## config.mk

```make
export PLATFORM = sky130hd
export DESIGN_NAME = ss_polar_count_flat
export DESIGN_NICKNAME = d
export VERILOG_FILES = /design/src/rtl/ss_polar_count_pkg.sv /design/src/rtl/ss_polar_count_if.sv /design/src/rtl/ss_polar_count_sat_add.sv /design/src/rtl/ss_polar_count.sv /design/src/flat_wrapper.sv
export SDC_FILE = /design/constraint.sdc
export NUM_CORES = 1
export LEC_CHECK = 0
export BUFFER_PORTS_ARGS = -buffer_cell sky130_fd_sc_hd__buf_4
export CAP_MARGIN = 20
export CORE_ASPECT_RATIO = 0.8
export CORE_MARGIN = 3
export CORE_UTILIZATION = 45
export DETAILED_ROUTE_END_ITERATION = 7
export GPL_TIMING_DRIVEN = 1
export HOLD_SLACK_MARGIN = 0.15
export SLEW_MARGIN = 20
export SYNTH_ARGS = -nofsm -noshare
export SYNTH_HDL_FRONTEND = slang
export SYNTH_SLANG_ARGS = --single-unit
```

## constraint.sdc

```tcl
create_clock -name CLK -period 4.7 [get_ports CLK]
set_clock_uncertainty 0.1 [all_clocks]
set_input_delay 0.94 -clock CLK [delete_from_list [all_inputs] [get_ports CLK]]
set_output_delay 0.94 -clock CLK [all_outputs]
set_load 0.01 [all_outputs]
```

## src/rtl/ss_polar_count_pkg.sv

```systemverilog
`default_nettype none
// ============================================================================
//  Module      : ss_polar_count_pkg
//  Description : Shared stochastic package. Holds the window state encoding
//                and the default window-length exponent used by the polar
//                counter and its testbench.
//  Revision    : 1.0  initial release
// ============================================================================
package ss_polar_count_pkg;

    // One window is 2^DEFAULT_N enabled cycles.
    localparam int DEFAULT_N = 8;

    // Window state encoding, 1 bit wide.
    localparam int            STATE_W  = 1;
    localparam logic [STATE_W-1:0] ST_IDLE  = 1'b0;  // WCNT == 0, ACC == 0
    localparam logic [STATE_W-1:0] ST_ACCUM = 1'b1;  // window partially counted

endpackage : ss_polar_count_pkg
`default_nettype wire

```

## src/rtl/ss_polar_count_if.sv

```systemverilog
`default_nettype none
// ============================================================================
//  Module      : ss_polar_count_if
//  Description : Stimulus / result bundle of the polar stochastic counter.
//                master : upstream driver (EN, CLEAR, IN, SIGN_in out;
//                         VALUE, VALID, SAT, BUSY in)
//                slave  : the counter itself (directions reversed)
//  Revision    : 1.0  initial release
// ============================================================================
interface ss_polar_count_if #(
    parameter int N = 8
);
    logic                EN;       // count enable
    logic                CLEAR;    // synchronous abort of the current window
    logic                IN;       // stochastic magnitude bit
    logic                SIGN_in;  // 0 positive, 1 negative
    logic signed [N:0]   VALUE;    // count of the last completed window
    logic                VALID;    // one-cycle pulse when VALUE updates
    logic                SAT;      // last completed window clipped
    logic                BUSY;     // window partially accumulated

    modport master (
        output EN, CLEAR, IN, SIGN_in,
        input  VALUE, VALID, SAT, BUSY
    );

    modport slave (
        input  EN, CLEAR, IN, SIGN_in,
        output VALUE, VALID, SAT, BUSY
    );
endinterface : ss_polar_count_if
`default_nettype wire

```

## src/rtl/ss_polar_count_sat_add.sv

```systemverilog
`default_nettype none
// ============================================================================
//  Module      : ss_sat_add
//  Description : Signed (N+1)-bit add of a -1/0/+1 delta.
//                SAT_EN=1 : result clips to [-2^N, 2^N-1], clip flags it.
//                SAT_EN=0 : result wraps modulo 2^(N+1), clip stays 0.
//  Ports       : a     - signed accumulator value
//                delta - signed 2-bit step (-1, 0, +1)
//                sum   - signed result
//                clip  - high when the result was clipped
//  Revision    : 1.0  initial release
// ============================================================================
module ss_sat_add #(
    parameter int N      = 8,
    parameter bit SAT_EN = 1'b1
) (
    input  wire logic signed [N:0] a,
    input  wire logic signed [1:0] delta,
    output logic signed [N:0]      sum,
    output logic                   clip
);

    generate
        if (SAT_EN) begin : g_sat
            localparam logic signed [N:0] SUM_MAX = {1'b0, {N{1'b1}}};
            localparam logic signed [N:0] SUM_MIN = {1'b1, {N{1'b0}}};

            // One guard bit: overflow shows up as the top two bits differing.
            logic signed [N+1:0] wide;
            assign wide = {a[N], a} + {{N{delta[1]}}, delta};

            always_comb begin
                sum  = wide[N:0];
                clip = 1'b0;
                if (wide[N+1] != wide[N]) begin
                    clip = 1'b1;
                    sum  = wide[N+1] ? SUM_MIN : SUM_MAX;
                end
            end
        end else begin : g_wrap
            assign sum  = a + {{(N-1){delta[1]}}, delta};
            assign clip = 1'b0;
        end
    endgenerate

endmodule : ss_sat_add
`default_nettype wire

```

## src/rtl/ss_polar_count.sv

```systemverilog
`default_nettype none
// ============================================================================
//  Module      : ss_polar_count
//  Description : Polar stochastic counter. Accumulates +1 / -1 for each
//                enabled IN pulse (sign from SIGN_in) over windows of 2^N
//                enabled cycles and publishes the signed window total.
//  Ports       : CLK     - sole clock, rising edge
//                INIT_N  - synchronous active-low reset
//                bus     - slave side of ss_polar_count_if
//                          (EN, CLEAR, IN, SIGN_in in; VALUE, VALID, SAT,
//                          BUSY out)
//  Revision    : 1.0  initial release
// ============================================================================
module ss_polar_count
    import ss_polar_count_pkg::*;
#(
    parameter int N      = DEFAULT_N,
    parameter bit SAT_EN = 1'b1
) (
    input  wire logic       CLK,
    input  wire logic       INIT_N,
    ss_polar_count_if.slave bus
);

    localparam logic [N-1:0] WCNT_LAST = {N{1'b1}};
    localparam logic [N-1:0] WCNT_ONE  = {{(N-1){1'b0}}, 1'b1};

    logic [STATE_W-1:0] state;
    logic [STATE_W-1:0] state_next;

    logic [N-1:0]       wcnt;
    logic signed [N:0]  acc;
    logic               clip_acc;     // any clip seen so far in this window
    logic signed [N:0]  value_q;
    logic               sat_q;
    logic               valid_q;
    logic               busy;

    logic signed [1:0]  delta;
    logic signed [N:0]  sum;
    logic               clip_now;
    logic               count_cycle;  // enabled and not aborted
    logic               win_end;

    // Step for this cycle; CLEAR is handled separately and overrides it.
    assign delta       = (bus.EN && bus.IN) ? (bus.SIGN_in ? 2'sb11 : 2'sb01)
                                            : 2'sb00;
    assign count_cycle = bus.EN && !bus.CLEAR;
    assign win_end     = count_cycle && (wcnt == WCNT_LAST);

    ss_sat_add #(
        .N      (N),
        .SAT_EN (SAT_EN)
    ) u_sat_add (
        .a     (acc),
        .delta (delta),
        .sum   (sum),
        .clip  (clip_now)
    );

    // ------------------------------------------------------------------
    // Window FSM: state register
    // ------------------------------------------------------------------
    always_ff @(posedge CLK) begin
        if (!INIT_N) begin
            state <= ST_IDLE;
        end else begin
            state <= state_next;
        end
    end

    // ------------------------------------------------------------------
    // Window FSM: next state
    // ------------------------------------------------------------------
    always_comb begin
        state_next = state;
        case (state)
            ST_IDLE: begin
                if (count_cycle) begin
                    state_next = ST_ACCUM;
                end
            end
            ST_ACCUM: begin
                if (bus.CLEAR || win_end) begin
                    state_next = ST_IDLE;
                end
            end
            default: state_next = ST_IDLE;
        endcase
    end

    // ------------------------------------------------------------------
    // Window FSM: outputs. ACCUM tracks WCNT != 0 exactly, so BUSY comes
    // straight from the state register.
    // ------------------------------------------------------------------
    always_comb begin
        busy = (state == ST_ACCUM);
    end

    // ------------------------------------------------------------------
    // Datapath: window counter, accumulator, published result
    // ------------------------------------------------------------------
    always_ff @(posedge CLK) begin
        if (!INIT_N) begin
            wcnt     <= '0;
            acc      <= '0;
            clip_acc <= 1'b0;
            value_q  <= '0;
            sat_q    <= 1'b0;
            valid_q  <= 1'b0;
        end else begin
            valid_q <= 1'b0;
            if (bus.CLEAR) begin
                wcnt     <= '0;
                acc      <= '0;
                clip_acc <= 1'b0;
            end else if (bus.EN) begin
                wcnt <= wcnt + WCNT_ONE;
                if (win_end) begin
                    // Publish the total including this cycle's step.
                    value_q  <= sum;
                    sat_q    <= clip_acc | clip_now;
                    valid_q  <= 1'b1;
                    acc      <= '0;
                    clip_acc <= 1'b0;
                end else begin
                    acc      <= sum;
                    clip_acc <= clip_acc | clip_now;
                end
            end
        end
    end

    assign bus.VALUE = value_q;
    assign bus.VALID = valid_q;
    assign bus.SAT   = sat_q;
    assign bus.BUSY  = busy;

endmodule : ss_polar_count
`default_nettype wire

```

## src/flat_wrapper.sv

```systemverilog
// flat-port wrapper written by rule: the top's interface ports become plain ports
module ss_polar_count_flat import ss_polar_count_pkg::*;
#(
    parameter int N      = DEFAULT_N,
    parameter bit SAT_EN = 1'b1
)
  (CLK, INIT_N, bus_EN, bus_CLEAR, bus_IN, bus_SIGN_in, bus_VALUE, bus_VALID, bus_SAT, bus_BUSY);
  ss_polar_count_if #(.N(N)) bus_i ();
  input  wire logic CLK;
  input  wire logic INIT_N;
  input wire logic [$bits(bus_i.EN)-1:0] bus_EN;
  input wire logic [$bits(bus_i.CLEAR)-1:0] bus_CLEAR;
  input wire logic [$bits(bus_i.IN)-1:0] bus_IN;
  input wire logic [$bits(bus_i.SIGN_in)-1:0] bus_SIGN_in;
  output wire logic [$bits(bus_i.VALUE)-1:0] bus_VALUE;
  output wire logic [$bits(bus_i.VALID)-1:0] bus_VALID;
  output wire logic [$bits(bus_i.SAT)-1:0] bus_SAT;
  output wire logic [$bits(bus_i.BUSY)-1:0] bus_BUSY;
  assign bus_i.EN = bus_EN;
  assign bus_i.CLEAR = bus_CLEAR;
  assign bus_i.IN = bus_IN;
  assign bus_i.SIGN_in = bus_SIGN_in;
  assign bus_VALUE = bus_i.VALUE;
  assign bus_VALID = bus_i.VALID;
  assign bus_SAT = bus_i.SAT;
  assign bus_BUSY = bus_i.BUSY;
  ss_polar_count #(.N(N), .SAT_EN(SAT_EN)) u_core (.CLK(CLK), .INIT_N(INIT_N), .bus(bus_i));
endmodule
```

==> results.sh, run 1 <==
export IMPL_place_area_um2=1787
export IMPL_h_tree_depth=2
export IMPL_cts_setup_buffers=0
export IMPL_num_io_pins=18
export IMPL_ys_types=44
export IMPL_via_per_inst=5.852
export IMPL_grt_pass1_wl_um=6782
export IMPL_max_freq_mhz=289.9
export IMPL_p_per_area_nw_per_um2=278.3
export IMPL_relSlewSlack=0.6278
export IMPL_drv_cap=0
export IMPL_drc=0
export IMPL_yosys_warnings=0
export IMPL_setup_ws_ns=1.250
export IMPL_antenna_found_initial=0
export IMPL_vias=1539
export IMPL_synth_main_ff_cell="dfxtp_1"
export IMPL_worstSetupPathType="in -> reg"
export IMPL_grt_pass1_vias=1410
export IMPL_area_growth_pct=13.68
export IMPL_grt_remaining_overflow=0
export IMPL_synth_cells=209
export IMPL_grt_max_degree=24
export IMPL_cts_sinks=30
export IMPL_core_um2=3471
export IMPL_final_max_slew_viol_count=0
export IMPL_seq_area_frac_synth=0.3628
export IMPL_setup_viol=0
export IMPL_cts_clk_slew_worst_paths_ns=0.07
export IMPL_io_buffers=17
export IMPL_cts_repair_resized=0
export IMPL_finalCriticalPeriod_ns=3.450
export IMPL_drt_pass1_iterations=4
export IMPL_outcome="finished clean"
export IMPL_cp_data_required_time_ns=4.80
export IMPL_synth_edf_count=0
export IMPL_netlist_area_um2=1655
export IMPL_fin_cells=263
export IMPL_fp_row_count=19
export IMPL_post_route_util=0.5422
export IMPL_syn_avg_cell_area_um2=7.920
export IMPL_power_mw=0.5237
export IMPL_grt_total_usage=0.2049
export IMPL_drive_gt1_frac=0.1357
export IMPL_leakagePower_nw=0.7048
export IMPL_gp_congestion=1.019
export IMPL_rsz0062_at_grt="false"
export IMPL_final_area_um2=1882
export IMPL_dp_cells=255
export IMPL_crit_path_cell_trace="buf_4, nand3_1, xnor2_1, ha_1, o31a_1, or2_1, a211oi_4, nor2_2, a31oi_1"
export IMPL_antenna_cells=0
export IMPL_hold_class="reg -> reg"
export IMPL_finalCritPeriodShare=0.7340
export IMPL_clk_latency_ns=0.28
export IMPL_wirelength_um=4232
export IMPL_hpwlAfterDp_um=3039
export IMPL_synthArstFlopShare=0
export IMPL_cp_end_kind="flip-flop"
export IMPL_cp_slowest_stage_delay_ns=0.42
export IMPL_fin_setup_tns_ns=0
export IMPL_die_y_um=60.25
export IMPL_worst_slew_pin_slew_ns=0.5563
export IMPL_root_buffer="clkbuf_8"
export IMPL_antenna_left=0
export IMPL_fin_hold_ws_ns=0.3665
export IMPL_vdd_drop_max_v=0.0002617
export IMPL_wire_per_inst_um=16.09
export IMPL_initial_core_util=0.4769
export IMPL_path_max_fanout=17
export IMPL_detailedPlace_worstSlack_ns=1.034
export IMPL_cp_arrival_ns=3.55
export IMPL_dieArea_um2=4447
export IMPL_die_w_um=73.81
export IMPL_crit_slowest_cell="a211oi_4"
export IMPL_hold_violations=0
export IMPL_drt_iter0_drc=107
export IMPL_ys_ff_latch=30
export IMPL_start_kind="primary input"
export IMPL_synth_nets=219
export IMPL_cts_hold_buf=0
export IMPL_nets=230
export IMPL_cts_path_max_buffers=2
export IMPL_numCtsBuffers=5
export IMPL_tritoncts="built"
Yosys cell counts, types with 2 or more instances:
cell type / count / area, µm²
or3_1: 3 / 18.77
and4_1: 2 / 17.52
nand2_1: 20 / 75.07
dfxtp_1: 30 / 600.6
nand2b_1: 2 / 12.51
nand4_1: 3 / 18.77
mux2i_1: 2 / 20.02
nor2b_1: 2 / 12.51
inv_1: 7 / 26.28
o21ai_1: 2 / 10.01
and2_1: 5 / 31.28
clkbuf_1: 11 / 41.29
xor2_1: 3 / 26.28
ha_1: 4 / 50.05
nand3_1: 6 / 30.03
xnor2_1: 9 / 78.83
nor2_1: 19 / 71.32
a31oi_1: 9 / 56.30
and3_1: 3 / 18.77
o21ai_0: 21 / 105.1
o22ai_1: 2 / 12.51
buf_2: 2 / 10.01
nor3_1: 7 / 35.03
a22oi_1: 2 / 15.01
a21oi_1: 10 / 50.05
a211oi_1: 2 / 15.01
nor4_1: 2 / 12.51
o21a_1: 2 / 15.01
a211o_1: 2 / 17.52
worst paths after layout:
kind,startpoint,slack [ns],cells after the start,end
worst max-delay path,bus_EN,1.25,9,u_core.bus.VALUE[4]$_SDFFE_PN0P_
worst min-delay path,u_core.clip_acc$_SDFFE_PP0P_,0.37,2,u_core.bus.SAT$_SDFFE_PN0P_
worst max register to register,u_core.acc[4]$_SDFFE_PP0P_,2.02,6,u_core.bus.VALUE[4]$_SDFFE_PN0P_
worst min register to register,u_core.clip_acc$_SDFFE_PP0P_,0.37,2,u_core.bus.SAT$_SDFFE_PN0P_
critical path, delay by kind of cell:
kind            cells  cell delay, ns
compound gates      3            1.00
xor+xnor            1            0.24
fa+ha+maj           1            0.30
buf+inv             1            0.19
simple gates        3            0.86
cell type report:
cell class | instances | area [µm²]
clock inverters | 2 | 12.51
flip-flops and latches | 30 | 600.6
fillers | 325 | 1589
repair buffers | 18 | 135.1
inverters | 7 | 26.28
well taps | 42 | 52.55
multi-input cells | 158 | 972.2
clock buffers | 6 | 82.58
power breakdown:
part | leakage (nW) | internal (mW) | total (mW) | switching (mW)
combinational | 0.415 | 0.0170 | 0.0449 | 0.0280
sequential | 0.242 | 0.257 | 0.262 | 0.00474
clock | 0.0472 | 0.118 | 0.217 | 0.0992
per-layer routing:
layer,wire length [µm],vias to the layer above,GRT usage
li1,-,766,-
met1,2117,716,0.2908
met2,1812,51,0.2980
met3,261,6,0.05882
met4,41,0,0.06460
met5,0,-,0
logic make-up after synthesis:
group                    synth area share
AO/OA/AOI/OAI                      0.2358
XOR/XNOR                          0.06350
adder cells (fa/ha/maj)           0.03628
buffers and inverters             0.05367
flip-flops                         0.3628
multiplexers                      0.01209
AND/OR/NAND/NOR                    0.2358
state kept, by name, indices dropped and copies added, names as in the netlist:
name              cells
u_core.bus.BUSY       1
u_core.acc            9
u_core.bus.VALID      1
u_core.bus.SAT        1
u_core.wcnt           8
u_core.clip_acc       1
u_core.bus.VALUE      9
placed cells by master, fill, tap and decap left out, types with 2 or more instances in the layout:
cell      netlist  layout
dfxtp_1        30      30
o21ai_0        21      21
nand2_1        20      20
nor2_1         19      19
buf_4           0      18
a21oi_1        10      10
xnor2_1         9       9
a31oi_1         9       9
inv_1           7       7
nor3_1          7       7
nand3_1         6       6
clkbuf_8        0       6
and2_1          5       5
ha_1            4       4
or3_1           3       3
nand4_1         3       3
and3_1          3       3
xor2_1          3       3
and4_1          2       2
o22ai_1         2       2
a211o_1         2       2
o21a_1          2       2
nor2b_1         2       2
nand2b_1        2       2
a22oi_1         2       2
a211oi_1        2       2
mux2i_1         2       2
nor4_1          2       2
o21ai_1         2       2
No activity file was read; power rests on OpenSTA's default activity.
==> run 2, diff against run 1 <==
--- a/config.mk
+++ b/config.mk
@@ -13,6 +13,7 @@
 export DETAILED_ROUTE_END_ITERATION = 7
 export GPL_TIMING_DRIVEN = 1
 export HOLD_SLACK_MARGIN = 0.15
+export PLACE_DENSITY = 0.66
 export SLEW_MARGIN = 20
 export SYNTH_ARGS = -nofsm -noshare
 export SYNTH_HDL_FRONTEND = slang
==> constraint.sdc (replaced) <==
create_clock -name CLK -period 3.05 [get_ports CLK]
set_clock_uncertainty 0.1 [all_clocks]
set_input_delay 0.61 -clock CLK [delete_from_list [all_inputs] [get_ports CLK]]
set_output_delay 0.61 -clock CLK [all_outputs]
set_load 0.01 [all_outputs]
==> run 2 against run 1 <==
Compared with the run above: combinational power increased by 63%; final cell count grew 1.5%; die area unchanged; design area up 2.6%; via count up 1.2%; setup slack got worse by 0.88 ns; clock power is 83% higher; critical path depth is the same; sequential share of layout area shrank 0.81 points; critical path type unchanged; largest cell class unchanged; largest power group unchanged.
==> results.sh, run 2 (synthesis results as in run 1) <==
export IMPL_min_delay_start="u_core.clip_acc$_SDFFE_PP0P_"
export IMPL_drv_cap=0
export IMPL_clk_latency_ns=0.29
export IMPL_fin_setup_tns_ns=0
export IMPL_cts_setup_buffers=0
export IMPL_final_max_slew_viol_count=0
export IMPL_vias=1558
export IMPL_setup_viol=0
export IMPL_n_fill_cell=338
export IMPL_antenna_left=0
export IMPL_p_per_area_nw_per_um2=452.6
export IMPL_final_common_cell="dfxtp_1"
export IMPL_rsz0062_at_grt="false"
export IMPL_grt_remaining_overflow=0
export IMPL_core_um2=3471
export IMPL_final_cell_mix="30 x dfxtp_1, 22 x buf_4, 21 x o21ai_0"
export IMPL_grt_pass1_wl_um=7452
export IMPL_r2r_slack_ns=0.39
export IMPL_leakagePower_nw=0.7301
export IMPL_hpwlAfterDp_um=3241
export IMPL_cts_path_max_buffers=2
export IMPL_num_io_pins=18
export IMPL_path_max_fanout=7
export IMPL_vdd_drop_max_v=0.0003335
export IMPL_outcome="finished clean"
export IMPL_grt_max_degree=22
export IMPL_min_to="u_core.clip_acc$_SDFFE_PP0P_"
export IMPL_reg2reg_from="u_core.acc[4]$_SDFFE_PP0P_"
export IMPL_multi_input_area_um2=979.7
export IMPL_dieArea_um2=4447
export IMPL_grt_total_usage=0.2239
export IMPL_fp_row_count=19
export IMPL_drc=0
export IMPL_wirelength_um=4326
export IMPL_cts_hold_buf=0
export IMPL_antenna_found_initial=0
export IMPL_worst_slew_pin_slew_ns=0.5512
export IMPL_r2r_end="u_core.bus.VALUE[5]$_SDFFE_PN0P_"
export IMPL_cts_repair_resized=0
export IMPL_finalCriticalPeriod_ns=2.680
export IMPL_min_path_cells=2
export IMPL_ff2ff_path_depth=6
export IMPL_h_tree_depth=2
export IMPL_root_buffer="clkbuf_8"
export IMPL_io_buffers=17
export IMPL_die_y_um=60.25
export IMPL_regArea_um2=600.6
export IMPL_detailedPlace_worstSlack_ns=0.1007
export IMPL_die_w_um=73.81
export IMPL_setup_ws_ns=0.3697
export IMPL_hold_class="reg -> reg"
export IMPL_cp_data_required_time_ns=3.15
export IMPL_numCtsBuffers=5
export IMPL_drt_iter0_drc=85
export IMPL_via_per_inst=5.835
export IMPL_area_growth_pct=16.63
export IMPL_cts_clk_slew_worst_paths_ns=0.06
export IMPL_antenna_cells=0
export IMPL_nets=234
export IMPL_gp_congestion=0.8461
export IMPL_cp_end_kind="flip-flop"
export IMPL_tritoncts="built"
export IMPL_drive_gt1_frac=0.1511
export IMPL_hold_violations=0
export IMPL_initial_core_util=0.4769
export IMPL_wire_per_inst_um=16.20
export IMPL_max_freq_mhz=373.1
export IMPL_cp_arrival_ns=2.79
export IMPL_finalCritPeriodShare=0.8788
export IMPL_start_kind="primary input"
export IMPL_worstSetupPathType="in -> reg"
export IMPL_grt_pass1_vias=1564
export IMPL_cts_sinks=30
export IMPL_drt_pass1_iterations=4
export IMPL_relSlewSlack=0.6312
run 2: through the flow:
stage	util	total power [mW]	hold WS (ns)	std cells	cell area, µm²
floorplan	-	0.4621	0.3250	209	1677
global placement	0.5256	0.4820	0.3420	259	1824
detailed placement	0.5256	0.4835	0.3554	259	1824
CTS	0.5562	0.8786	0.3669	267	1931
global route	0.5562	0.9042	0.3922	267	1931
finish	0.5562	0.8738	0.3634	267	1931
run 2: final cells by class:
type / count / area share
timing repair buffer: 22 / 0.08555
multi-input combinational: 158 / 0.5075
sequential: 30 / 0.3111
inverter: 7 / 0.01361
clock buffer: 7 / 0.03953
clock inverter: 1 / 0.01555
tap: 42 / 0.02722
run 2: metal layers:
layer / GRT usage / share of wire / vias up
met5: 0 / 0 / -
met4: 0.09561 / 0.022 / 0
li1: - / - / 769
met3: 0.05882 / 0.073 / 10
met1: 0.2972 / 0.47 / 725
met2: 0.3422 / 0.44 / 54
run 2: power breakdown:
group	leakage [nW]	switching (mW)	internal, mW	total, mW
clock	0.0524	0.153	0.244	0.397
sequential	0.242	0.00736	0.397	0.404
combinational	0.435	0.0442	0.0289	0.0730
total	0.730	0.204	0.670	0.874
run 2: worst max-delay path by stage:
| stage | start | to | slack (ns) |
|---|---|---|---|
| 5_1_grt | u_core.acc[4]$_SDFFE_PP0P_ | u_core.bus.VALUE[5]$_SDFFE_PN0P_ | 0.23 |
| 3_3_place_gp | bus_IN | u_core.bus.SAT$_SDFFE_PN0P_ | 0.19 |
| 4_1_cts | bus_IN | u_core.bus.VALUE[5]$_SDFFE_PN0P_ | 0.39 |
| 2_1_floorplan | bus_EN | u_core.acc[3]$_SDFFE_PP0P_ | 0.03 |
| 6_report | bus_IN | u_core.bus.VALUE[5]$_SDFFE_PN0P_ | 0.37 |
| 3_5_place_dp | bus_IN | u_core.bus.VALUE[5]$_SDFFE_PN0P_ | 0.10 |
run 2: worst max-delay path, stage by stage:
cell      delay (ns)
buf_4           0.12
and2_1          0.15
ha_2            0.20
ha_1            0.26
o31a_1          0.36
or2_1           0.36
a211oi_4        0.36
nor3_1          0.15
o22ai_1         0.21
